===== config.mk =====
export PLATFORM = sky130hd
export DESIGN_NAME = interrupt_sequencer_flat
export DESIGN_NICKNAME = d
export VERILOG_FILES = /design/src/rtl/interrupt_sequencer_if.sv /design/src/rtl/interrupt_sequencer.sv /design/src/flat_wrapper.sv
export SDC_FILE = /design/constraint.sdc
export NUM_CORES = 1
export LEC_CHECK = 0
export BUFFER_PORTS_ARGS = -buffer_cell sky130_fd_sc_hd__buf_2
export CELL_PAD_IN_SITES_DETAIL_PLACEMENT = 1
export CELL_PAD_IN_SITES_GLOBAL_PLACEMENT = 2
export CORE_ASPECT_RATIO = 0.8
export CORE_UTILIZATION = 26
export DETAILED_ROUTE_END_ITERATION = 10
export PLACE_DENSITY = 0.82
export SYNTH_ARGS = -nofsm -noshare
export SYNTH_HDL_FRONTEND = slang
export SYNTH_SLANG_ARGS = --single-unit

===== constraint.sdc =====
create_clock -name clk_in -period 1.7 [get_ports clk_in]
set_input_delay 0.34 -clock clk_in [delete_from_list [all_inputs] [get_ports clk_in]]
set_output_delay 0.34 -clock clk_in [all_outputs]
set_load 0.02 [all_outputs]

===== src/rtl/interrupt_sequencer_if.sv =====
// CSR, board-input and fetch-redirect signals of the interrupt sequencer.
// The slave modport is the sequencer's view; master is the surrounding core/board.
interface interrupt_sequencer_if;
  logic        timer_interrupt_trigger_in;
  logic        csr_mie_mtie_in;
  logic        csr_mie_meie_in;
  logic [3:0]  csr_mbutton_ctrl_in;
  logic [3:0]  csr_mswitch_ctrl_in;
  logic [3:0]  button_in;
  logic [3:0]  switch_in;
  logic        stall_signal_in;
  logic        return_interrupt_signal_in;
  logic [63:0] csr_mepc_in;
  logic        interrupt_signal_out;
  logic        pc_redirect_out;
  logic [63:0] pc_target_out;
  logic [3:0]  int_cause_out;
  logic [2:0]  int_source_out;
  logic        in_handler_out;
  logic [8:0]  pending_out;

  modport slave (
    input  timer_interrupt_trigger_in, csr_mie_mtie_in, csr_mie_meie_in,
    input  csr_mbutton_ctrl_in, csr_mswitch_ctrl_in, button_in, switch_in,
    input  stall_signal_in, return_interrupt_signal_in, csr_mepc_in,
    output interrupt_signal_out, pc_redirect_out, pc_target_out,
    output int_cause_out, int_source_out, in_handler_out, pending_out
  );

  modport master (
    output timer_interrupt_trigger_in, csr_mie_mtie_in, csr_mie_meie_in,
    output csr_mbutton_ctrl_in, csr_mswitch_ctrl_in, button_in, switch_in,
    output stall_signal_in, return_interrupt_signal_in, csr_mepc_in,
    input  interrupt_signal_out, pc_redirect_out, pc_target_out,
    input  int_cause_out, int_source_out, in_handler_out, pending_out
  );
endinterface


===== src/rtl/interrupt_sequencer.sv =====
// Arbitrates timer and button/switch interrupts into sticky pending bits and sequences trap entry/return.
// All outputs registered; entry/return pulses last one clk_in period.
module interrupt_sequencer #(
  parameter logic [63:0] MTVEC_ADDR  = 64'h100,
  parameter int unsigned SYNC_STAGES = 2
) (
  input logic                  clk_in,
  input logic                  rst_n_in,
  interrupt_sequencer_if.slave bus
);
  typedef enum logic [1:0] {IDLE, ENTER, HANDLER, RETURN} state_t;

  state_t                      state;
  logic [SYNC_STAGES-1:0][7:0] ext_sync;
  logic [7:0]                  ext_prev;
  logic [7:0]                  ext_now;
  logic [7:0]                  ext_edge;
  logic [7:0]                  ext_mask;
  logic                        timer_prev;
  logic [8:0]                  pending;
  logic [8:0]                  pend_set;
  logic [8:0]                  pend_clr;
  logic [8:0]                  eligible;
  logic [8:0]                  win_bit;
  logic                        win_vld;
  logic [3:0]                  win_cause;
  logic [2:0]                  win_src;
  logic                        take;
  logic                        irq_q;
  logic                        redirect_q;
  logic [63:0]                 target_q;
  logic [3:0]                  cause_q;
  logic [2:0]                  source_q;
  logic                        in_handler_q;

  // Buttons trigger on press only; switches on either flip.
  assign ext_now  = ext_sync[SYNC_STAGES-1];
  assign ext_edge = {ext_now[7:4] ^ ext_prev[7:4], ext_now[3:0] & ~ext_prev[3:0]};
  assign pend_set = {bus.timer_interrupt_trigger_in & ~timer_prev, ext_edge};
  assign ext_mask = {bus.csr_mswitch_ctrl_in, bus.csr_mbutton_ctrl_in};
  assign eligible = {pending[8] & bus.csr_mie_mtie_in,
                     pending[7:0] & ext_mask & {8{bus.csr_mie_meie_in}}};

  always_comb begin
    win_vld   = 1'b0;
    win_bit   = '0;
    win_cause = 4'd0;
    win_src   = 3'd0;
    if (eligible[8]) begin
      win_vld    = 1'b1;
      win_bit[8] = 1'b1;
      win_cause  = 4'd7;
    end else begin
      for (int i = 0; i < 8; i++) begin
        if (!win_vld && eligible[i]) begin
          win_vld    = 1'b1;
          win_bit[i] = 1'b1;
          win_cause  = 4'd11;
          win_src    = 3'(i);
        end
      end
    end
  end

  assign take     = (state == IDLE) && win_vld && !bus.stall_signal_in;
  assign pend_clr = take ? win_bit : '0;

  always_ff @(posedge clk_in) begin
    if (!rst_n_in) begin
      ext_sync   <= '0;
      ext_prev   <= '0;
      timer_prev <= 1'b0;
    end else begin
      ext_sync   <= {ext_sync[SYNC_STAGES-2:0], bus.switch_in, bus.button_in};
      ext_prev   <= ext_now;
      timer_prev <= bus.timer_interrupt_trigger_in;
    end
  end

  always_ff @(posedge clk_in) begin
    if (!rst_n_in) begin
      state        <= IDLE;
      pending      <= '0;
      irq_q        <= 1'b0;
      redirect_q   <= 1'b0;
      target_q     <= '0;
      cause_q      <= '0;
      source_q     <= '0;
      in_handler_q <= 1'b0;
    end else begin
      irq_q      <= 1'b0;
      redirect_q <= 1'b0;
      // A new edge on the winning source in the same cycle keeps it pending.
      pending    <= (pending & ~pend_clr) | pend_set;
      case (state)
        IDLE: begin
          if (take) begin
            state        <= ENTER;
            irq_q        <= 1'b1;
            redirect_q   <= 1'b1;
            target_q     <= MTVEC_ADDR;
            cause_q      <= win_cause;
            source_q     <= win_src;
            in_handler_q <= 1'b1;
          end
        end
        ENTER: state <= HANDLER;
        HANDLER: begin
          if (bus.return_interrupt_signal_in && !bus.stall_signal_in) begin
            state        <= RETURN;
            redirect_q   <= 1'b1;
            target_q     <= bus.csr_mepc_in;
            in_handler_q <= 1'b0;
          end
        end
        RETURN:  state <= IDLE;
        default: state <= IDLE;
      endcase
    end
  end

  assign bus.interrupt_signal_out = irq_q;
  assign bus.pc_redirect_out      = redirect_q;
  assign bus.pc_target_out        = target_q;
  assign bus.int_cause_out        = cause_q;
  assign bus.int_source_out       = source_q;
  assign bus.in_handler_out       = in_handler_q;
  assign bus.pending_out          = pending;
endmodule


===== src/flat_wrapper.sv =====
// flat-port wrapper written by rule: the top's interface ports become plain ports
module interrupt_sequencer_flat 
#(
  parameter logic [63:0] MTVEC_ADDR  = 64'h100,
  parameter int unsigned SYNC_STAGES = 2
)
  (clk_in, rst_n_in, bus_timer_interrupt_trigger_in, bus_csr_mie_mtie_in, bus_csr_mie_meie_in, bus_csr_mbutton_ctrl_in, bus_csr_mswitch_ctrl_in, bus_button_in, bus_switch_in, bus_stall_signal_in, bus_return_interrupt_signal_in, bus_csr_mepc_in, bus_interrupt_signal_out, bus_pc_redirect_out, bus_pc_target_out, bus_int_cause_out, bus_int_source_out, bus_in_handler_out, bus_pending_out);
  interrupt_sequencer_if bus_i ();
  input logic clk_in;
  input logic rst_n_in;
  input wire logic [$bits(bus_i.timer_interrupt_trigger_in)-1:0] bus_timer_interrupt_trigger_in;
  input wire logic [$bits(bus_i.csr_mie_mtie_in)-1:0] bus_csr_mie_mtie_in;
  input wire logic [$bits(bus_i.csr_mie_meie_in)-1:0] bus_csr_mie_meie_in;
  input wire logic [$bits(bus_i.csr_mbutton_ctrl_in)-1:0] bus_csr_mbutton_ctrl_in;
  input wire logic [$bits(bus_i.csr_mswitch_ctrl_in)-1:0] bus_csr_mswitch_ctrl_in;
  input wire logic [$bits(bus_i.button_in)-1:0] bus_button_in;
  input wire logic [$bits(bus_i.switch_in)-1:0] bus_switch_in;
  input wire logic [$bits(bus_i.stall_signal_in)-1:0] bus_stall_signal_in;
  input wire logic [$bits(bus_i.return_interrupt_signal_in)-1:0] bus_return_interrupt_signal_in;
  input wire logic [$bits(bus_i.csr_mepc_in)-1:0] bus_csr_mepc_in;
  output wire logic [$bits(bus_i.interrupt_signal_out)-1:0] bus_interrupt_signal_out;
  output wire logic [$bits(bus_i.pc_redirect_out)-1:0] bus_pc_redirect_out;
  output wire logic [$bits(bus_i.pc_target_out)-1:0] bus_pc_target_out;
  output wire logic [$bits(bus_i.int_cause_out)-1:0] bus_int_cause_out;
  output wire logic [$bits(bus_i.int_source_out)-1:0] bus_int_source_out;
  output wire logic [$bits(bus_i.in_handler_out)-1:0] bus_in_handler_out;
  output wire logic [$bits(bus_i.pending_out)-1:0] bus_pending_out;
  assign bus_i.timer_interrupt_trigger_in = bus_timer_interrupt_trigger_in;
  assign bus_i.csr_mie_mtie_in = bus_csr_mie_mtie_in;
  assign bus_i.csr_mie_meie_in = bus_csr_mie_meie_in;
  assign bus_i.csr_mbutton_ctrl_in = bus_csr_mbutton_ctrl_in;
  assign bus_i.csr_mswitch_ctrl_in = bus_csr_mswitch_ctrl_in;
  assign bus_i.button_in = bus_button_in;
  assign bus_i.switch_in = bus_switch_in;
  assign bus_i.stall_signal_in = bus_stall_signal_in;
  assign bus_i.return_interrupt_signal_in = bus_return_interrupt_signal_in;
  assign bus_i.csr_mepc_in = bus_csr_mepc_in;
  assign bus_interrupt_signal_out = bus_i.interrupt_signal_out;
  assign bus_pc_redirect_out = bus_i.pc_redirect_out;
  assign bus_pc_target_out = bus_i.pc_target_out;
  assign bus_int_cause_out = bus_i.int_cause_out;
  assign bus_int_source_out = bus_i.int_source_out;
  assign bus_in_handler_out = bus_i.in_handler_out;
  assign bus_pending_out = bus_i.pending_out;
  interrupt_sequencer #(.MTVEC_ADDR(MTVEC_ADDR), .SYNC_STAGES(SYNC_STAGES)) u_core (.clk_in(clk_in), .rst_n_in(rst_n_in), .bus(bus_i));
endmodule

==> metrics.md, run 1 <==
| Metric | Value |
|---|---|
| Max-cap violations | `0` |
| Pint | `about 0.0047 W` |
| CP arrival | `around 1.9 ns` |
| Clk root buf | `clkbuf_16` |
| Layout cell share with drive strength beyond 1 | `around 47%` |
| Synth unique cells | `between 40 and 50` |
| Antenna Nets Post-Route | `0` |
| PnR Total Power | `roughly 0.0066 W` |
| Logic pwr share | `23.3%` |
| Std-Cell Core Area | `approximately 17,000 um2` |
| CTS sink cnt | `109` |
| Post-route cell area | `~6200 um2` |
| Layout fillers | `1,976` |
| Post-Route WL | `roughly 13,000 um` |
| Post-synthesis cell count | `463` |
| Detailed Routing Iterations Pass 1 | `4` |
| Ys async rst share | `0%` |
| Synth area leader | `dfxtp_1` |
| CTS Hold Bufs | `0` |
| Clk slew on worst S/H paths | `approximately 0.080 ns` |
| Slew @ Worst Pin | `between 0.4 and 0.5 ns` |
| Net Switching | `~0.0019 W` |
| Complex-gate fraction of the synthesized area | `between 20% and 30%` |
| Placed Area | `roughly 5800 um2` |
| Critical Path End Type | `register` |
| GRT overflow | `0` |
| Worst Hold Class | `input port to register` |
| Final cycle utilization of the critical path | `a little over nine tenths` |
| Pleak | `2.77 nW` |
| GRT Resource Usage Total | `15.1%` |
| Detailed Place HPWL | `around 9700 um` |
| Startpoint Class | `register` |
| Die X-Extent | `~150 um` |
| Req. time, crit path | `1.94 ns` |
| CTS tree | `built` |
| Area growth syn-to-layout | `37.8%` |
| EDFF count, synth | `0` |
| Cell Area, Synth | `4490 um2` |
| Critical-path maximum fanout | `22` |
| Initial antenna violation count | `1` |
| Synth Area in XOR/XNOR | `0.781%` |
| Post-synthesis mux area share | `less than 1%` |
| Fin util | `between 30% and 40%` |
| # IOs | `170` |
| Post-Synth Simple-Gate Area | `roughly a fifth` |
| Slew headroom | `about 72%` |
| # nets final | `around 740` |
| Vias in the first global route | `between 4,000 and 5,000` |
| Most instantiated library cell after synthesis | `nand2_1` |
| Avg Synthesized Cell Area | `about 9.7 um2` |
| Maximum clock rate | `between 500 and 600 MHz` |
| Site Rows | `42` |
| Hold Vio Cnt, Final | `0` |
| DR vias | `3,967` |
| Unrepaired setup endpoints after global routing | `true` |
| Clock power frac | `~36%` |
| Via-per-instance ratio | `between 4 and 5` |
| Maximum vdd drop | `around 0.56 mV` |
| Residual DRC | `0` |
| Yosys reg bits | `between 100 and 150` |
| Top_reg_cell synth | `dfxtp_1` |
| Chip height | `about 120 um` |
| Largest net degree at the start of global routing | `68` |
| Largest family of logic cells by synthesized area | `compound AO/OA/AOI/OAI gates` |
| Die area | `17,800 um2` |
| Drt first-iter violations | `approximately 120` |
| Gp weighted congestion | `~0.83` |
| Number of port buffers | `~170` |
| Switching Share | `28.6%` |
| WL per Instance | `roughly 15 um` |
| Top cells by area, synth | `dfxtp_1 (49%), o22ai_2 (14%), nand2_1 (12%)` |
| Setup-failing EPs final | `0` |
| Slew Limit Fails | `0` |
| Min Tclk post-route | `1.67 ns` |
| Worst skew pair latency | `about 0.35 ns` |
| Syn Nets | `between 500 and 600` |
| Number of CTS-inserted buffers | `9` |
| Post-synth top cells | `nand2_1 (140), dfxtp_1 (109), o22ai_2 (50)` |
| Clock buffer depth | `2` |
| Run status | `complete, no violations` |
| Global-route wire length before repair | `roughly 21,000 um` |
| YS warnings | `0` |
| Post-synthesis sequential area ratio | `roughly half` |
| Synth Area in Adders | `less than 1%` |
| Htree depth | `3` |
| Crit path kind | `register to register` |
| Sequential power share | `just over 40%` |
| Starting Density | `between 20 and 30%` |
| Clock Skew | `~0.011 ns` |
| Pwr/cell area | `approximately 1100 nW/um2` |
| Post-synth top area share | `approximately 49%` |
[timing repair]
action,in CTS,in global routing
pin swaps,4,12
gates cloned,0,0
endpoints found under the setup margin,63,69
setup buffers,2,2
gates resized for setup,5,4
hold endpoints to repair,0,0
[area by class of cell]
cell class / instances / area (um2) / share of cell area (%)
Clock buffer: 10 / 239 / 3.86
Multi-Input combinational cell: 312 / 2060 / 33.3
Sequential cell: 109 / 2190 / 35.4
Inverter: 6 / 22.5 / 0.364
Tap cell: 220 / 275 / 4.45
Clock inverter: 6 / 105 / 1.70
Timing Repair Buffer: 212 / 1290 / 20.9
Antenna cell: 1 / 2.50 / 0.0405
[cell usage in the layout, fill, tap and decap left out, drive strengths merged, types with 2 or more instances in the layout]
cell type,Yosys,routed
a21oi,16,16
a22oi,3,3
a31oi,2,2
and2,25,25
buf,16,212
bufinv,0,2
clkbuf,20,10
clkinv,0,2
dfxtp,109,109
ha,2,2
inv,6,8
nand2,141,141
nand2b,5,5
nand3,5,5
nand4,2,2
nor2,7,7
nor2b,3,3
nor3,3,3
nor4,2,2
o211a,3,3
o21a,2,2
o21ai,9,9
o221a,4,4
o22ai,65,65
xnor2,2,2
xor2,2,2
[metal layers]
| metal | share of wire [%] | track usage (%) |
|---|---|---|
| met5 | 0 | 0 |
| met1 | 46 | 18.8 |
| met3 | 5.4 | 3.73 |
| met2 | 48 | 25.5 |
| met4 | 1.3 | 4.59 |
[final timing paths]
check	startpoint	to	slack, ns	cells after the start
worst max-delay path	u_core.bus.pending_out[6]	u_core.bus.pc_target_out[8]	0.03	6
worst min-delay path	bus_switch_in[2]	u_core.ext_sync[6]	0.20	2
worst max register to register	u_core.bus.pending_out[6]	u_core.bus.pc_target_out[8]	0.03	6
worst min register to register	u_core.ext_prev[0]	u_core.bus.pending_out[0]	0.41	1
[logic make-up (layout without fill, tap and decap cells)]
family          after synthesis  count (layout)
other cells                   0               1
fa+ha+maj                     2               2
simple gates                196             196
mux                           1               1
xor+xnor                      4               4
flops                       109             109
compound gates              109             109
buf+inv                      42             234
[stage by stage]
step	TNS, ns	instances	hold slack, ns	setup WS [ns]
floorplan	0	463	0.388	0.0251
global placement	-2.33	855	0.391	-0.0690
detailed placement	-4.83	855	0.403	-0.105
CTS	-0.000364	873	0.181	-0.000364
global route	-1.47	876	0.177	-0.0479
finish	0	876	0.196	0.0322
[registers in the layout, indices dropped and copies added (netlist names)]
signal	cells
u_core.bus.in_handler_out	1
u_core.bus.int_cause_out	3
u_core.bus.int_source_out	3
u_core.bus.interrupt_signal_out	1
u_core.bus.pc_redirect_out	1
u_core.bus.pc_target_out	64
u_core.bus.pending_out	9
u_core.ext_now	8
u_core.ext_prev	8
u_core.ext_sync	8
u_core.state	2
u_core.timer_prev	1
[critical path, cell delays in order (launching register included)]
cell	delay, ns
dfxtp_2	0.35
nand2_2	0.08
a41oi_4	0.24
nor3_4	0.08
a211o_4	0.39
buf_12	0.19
o221a_1	0.23
[power groups by stage]
| stage | Clock [W] | Sequential, W | Combinational, W |
|---|---|---|---|
| after CTS | 0.00247 | 0.00271 | 0.00150 |
| after detailed placement | 0 | 0.00277 | 0.00145 |
| after floorplan | 0 | 0.00284 | 0.000773 |
| after global placement | 0 | 0.00277 | 0.00141 |
| after global routing | 0.00258 | 0.00272 | 0.00166 |
| final | 0.00237 | 0.00271 | 0.00154 |
Note: power is estimated with default switching activity, not from simulation.
==> run 2: changes to the inputs <==
Settings changed: BUFFER_PORTS_ARGS -buffer_cell sky130_fd_sc_hd__buf_2 to default, CORE_UTILIZATION 26 to 34, CTS_BUF_LIST from default to sky130_fd_sc_hd__clkbuf_4, DONT_BUFFER_PORTS from default to 1.
==> run 2 against run 1 <==
Effect of this change:
- the run now fails in clock tree synthesis
- synthesized cell count stayed put
- synthesized area stayed put
==> metrics.md, run 2 <==
| Metric | Value |
|---|---|
| YS warnings | `0 (unchanged)` |
| Clock buffer depth | `2 (unchanged)` |
| Yosys reg bits | `109 (unchanged)` |
| Failed at | `clock tree synthesis` |
| Number of CTS-inserted buffers | `9 (unchanged)` |
| Post-synth top cells | `nand2_1 (140), dfxtp_1 (109), o22ai_2 (50) (unchanged)` |
| # IOs | `170 (unchanged)` |
| EDFF count, synth | `0 (unchanged)` |
| Post-synthesis cell count | `463 (unchanged)` |
| Count of cells resized by post-cts repair | `22 (was 5)` |
| Chip height | `105 um (was 120 um)` |
| Top cells by area, synth | `dfxtp_1 (49%), o22ai_2 (14%), nand2_1 (12%) (unchanged)` |
| Starting Density | `34.9% (was 26.9%)` |
| CTS Hold Bufs | `135 (was 0)` |
| Avg Synthesized Cell Area | `9.69 um2 (unchanged)` |
| CTS sink cnt | `109 (unchanged)` |
| Synth area leader | `dfxtp_1 (unchanged)` |
| Syn Nets | `552 (unchanged)` |
| Post-synthesis sequential area ratio | `48.6% (unchanged)` |
| Clk root buf | `clkbuf_4 (was clkbuf_16)` |
| Cell Area, Synth | `4490 um2 (unchanged)` |
| Number of port buffers | `0 (was 169)` |
| Site Rows | `37 (was 42)` |
| Gp weighted congestion | `0.816 (was 0.832)` |
| Most instantiated library cell after synthesis | `nand2_1 (unchanged)` |
| Post-synth top area share | `48.6% (unchanged)` |
| Run status | `stopped before the end (was complete, no violations)` |
| Top_reg_cell synth | `dfxtp_1 (unchanged)` |
| Ys async rst share | `0% (unchanged)` |
| Die X-Extent | `130 um (was 149 um)` |
| Detailed Place HPWL | `8330 um (was 9750 um)` |
| Post CTS Setup Buffer Count | `9 (was 2)` |
| Synth unique cells | `44 (unchanged)` |
| First error | `[ERROR RSZ-0060] Max buffer count reached.` |
| Htree depth | `3 (unchanged)` |
## run 2: through the flow
step                util, %  area [um2]  hold WS (ns)  setup slack (ns)  instances
floorplan                 -        4500         0.388            0.0251        463
global placement       37.4        4810         0.393           -0.0142        640
detailed placement     37.4        4810         0.405           -0.0736        640
## run 2: cells by family after synthesis
group,after synthesis,share of synthesized area (%)
AOI/OAI and AO/OA,109,23.9
muxes,1,0.223
buffers and inverters,42,6.50
xor gates and xnor gates,4,0.781
and+or+nand+nor,196,19.4
adders and majority gates,2,0.557
DFF,109,48.6
==> run 3: changes to the inputs <==
Settings changed: CELL_PAD_IN_SITES_DETAIL_PLACEMENT 1 to default, CELL_PAD_IN_SITES_GLOBAL_PLACEMENT 2 to default, CORE_ASPECT_RATIO 0.8 to default, CORE_UTILIZATION 34 to 40, CTS_BUF_LIST sky130_fd_sc_hd__clkbuf_4 to default, PLACE_DENSITY 0.82 to default, PLACE_DENSITY_LB_ADDON from default to 0.15.
Clock period 1.7 ns to 2.2 ns, I/O delays scaled along.
==> run 3 against run 2 <==
Effect of this change:
- the flow now finishes without violations
==> metrics.md, run 3 (synthesis results as in run 1) <==
| Metric | Value |
|---|---|
| Clk root buf | `clkbuf_8 (was clkbuf_4)` |
| Post-Route WL | `9520 um` |
| Clock Skew | `between 0.01 and 0.015 ns` |
| Maximum vdd drop | `0.429 mV` |
| Std-Cell Core Area | `10,900 um2` |
| Clock buffer depth | `2 (unchanged)` |
| Die area | `11,600 um2` |
| Chip height | `108 um (was 105 um)` |
| CTS sink cnt | `109 (unchanged)` |
| Detailed Routing Iterations Pass 1 | `4` |
| PnR Total Power | `slightly below 0.004 W` |
| Critical-path maximum fanout | `28` |
| Count of cells resized by post-cts repair | `0 (was 22)` |
| Startpoint Class | `register` |
| Detailed Place HPWL | `6440 um (was 8330 um)` |
| Largest net degree at the start of global routing | `~160` |
| Worst Hold Class | `input port to register` |
| Gp weighted congestion | `0.774 (was 0.816)` |
| Antenna Nets Post-Route | `0` |
| Critical Path End Type | `register` |
| Crit path kind | `register to register` |
| Slew headroom | `69.9%` |
| Initial antenna violation count | `0` |
| Sum Neg Setup Slack | `0 ns` |
| Starting Density | `41.2% (was 34.9%)` |
| WL per Instance | `15.8 um` |
| Min Tclk post-route | `approximately 1.9 ns` |
| Layout cell share with drive strength beyond 1 | `between 20% and 30%` |
| Max-cap violations | `0` |
| # diodes | `0` |
| Pwr/cell area | `about 830 nW/um2` |
| CP arrival | `2.20 ns` |
| Largest register FFs | `between 60 and 70` |
| Hold Vio Cnt, Final | `0` |
| Global-route wire length before repair | `~15,000 um` |
| Die X-Extent | `108 um (was 130 um)` |
| Number of port buffers | `0 (unchanged)` |
| Drt first-iter violations | `149` |
| Pleak | `between 1.5 and 2 nW` |
| Slew @ Worst Pin | `roughly 0.45 ns` |
| GRT overflow | `0` |
| CP Cell Sequence | `a22oi_4 -> a41oi_4 -> nor3_4 -> a211o_4 -> buf_12 -> o22ai_2` |
| Most frequent cells in the layout | `nand2_1 (140), dfxtp_1 (109), o22ai_2 (50), and2_1 (25), a21oi_1 (16)` |
| Final cycle utilization of the critical path | `88.5%` |
| Worst path buffer plus inverter count | `1` |
| Worst path slowest cell | `dfxtp_1` |
| Residual DRC | `0` |
| Run status | `complete, no violations (was stopped before the end)` |
| Worst skew pair latency | `between 0.3 and 0.4 ns` |
| Area growth syn-to-layout | `6.22%` |
| Htree depth | `3 (unchanged)` |
| Number of CTS-inserted buffers | `9 (unchanged)` |
| Site Rows | `38 (was 37)` |
| Post CTS Setup Buffer Count | `0 (was 9)` |
| # nets final | `roughly 550` |
| DR vias | `3,118` |
| Unrepaired setup endpoints after global routing | `false` |
| CP max stage delay | `approximately 0.35 ns` |
| GRT Resource Usage Total | `between 10% and 20%` |
| Most common cell after layout, fill and taps aside | `nand2_1` |
| Setup-failing EPs final | `0` |
| Via-per-instance ratio | `roughly 5.2` |
| Vias in the first global route | `about 3,100` |
| CTS tree | `built` |
| Cell family contributing the most delay on the critical path | `compound AO/OA/AOI/OAI gates` |
| # IOs | `170 (unchanged)` |
| CTS Hold Bufs | `0 (was 135)` |
| Req. time, crit path | `2.45 ns` |
| Clk slew on worst S/H paths | `between 0.1 and 0.15 ns` |
| Slew Limit Fails | `0` |
| Maximum clock rate | `around 510 MHz` |
[run 3: routing by layer]
metal  share of wire [%]  track usage, %  routed length, um  up-vias
met4                 1.6            6.26                153        0
met1                  43            19.5               4130     1441
met5                   0               0                  0        -
li1                    -               -                  -     1561
met2                  46            26.5               4370      105
met3                 9.1            6.60                862       11
[run 3: path summary, 6_finish.rpt]
path,from,end,slack (ns),cells after the start
min reg2reg,u_core.ext_prev[0],u_core.bus.pending_out[0],0.41,1
max,u_core.bus.pending_out[4],u_core.bus.pc_target_out[22],0.25,6
max reg2reg,u_core.bus.pending_out[4],u_core.bus.pc_target_out[22],0.25,6
min,bus_switch_in[0],u_core.ext_sync[4],0.19,1
[run 3: per-stage QoR]
stage | hold WS (ns) | setup slack [ns] | util, % | cells | cell area (um2)
3_3_place_gp | 0.391 | 0.223 | 42.2 | 585 | 4590
3_5_place_dp | 0.399 | 0.179 | 42.2 | 585 | 4590
4_1_cts | 0.168 | 0.245 | 43.8 | 601 | 4770
2_1_floorplan | 0.388 | 0.404 | - | 463 | 4490
5_1_grt | 0.162 | 0.103 | 43.8 | 601 | 4770
6_report | 0.191 | 0.253 | 43.8 | 601 | 4770
[run 3: where the power goes]
| part | internal (W) | leakage, nW | switching [W] |
|---|---|---|---|
| combinational | 0.000298 | 0.767 | 0.000422 |
| sequential | 0.00205 | 0.885 | 0.0000948 |
| clock | 0.000416 | 0.0891 | 0.000677 |
| total | 0.00276 | 1.74 | 0.00119 |
[run 3: layout make-up]
class	count	area [um2]
Multi-Input combinational cell	312	2030
Timing Repair Buffer	18	185
Sequential cell	109	2180
Clock buffer	9	124
Clock inverter	7	52.6
Fill cell	1084	6120
Inverter	6	22.5
Tap cell	140	175
[run 3: worst register-to-register path, delay by kind of cell (launching register included)]
family                 cells  cell delay (ns)
AOI/OAI and AO/OA          4             0.91
DFF                        1             0.35
and+or+nand+nor            1             0.32
buffers and inverters      1             0.25
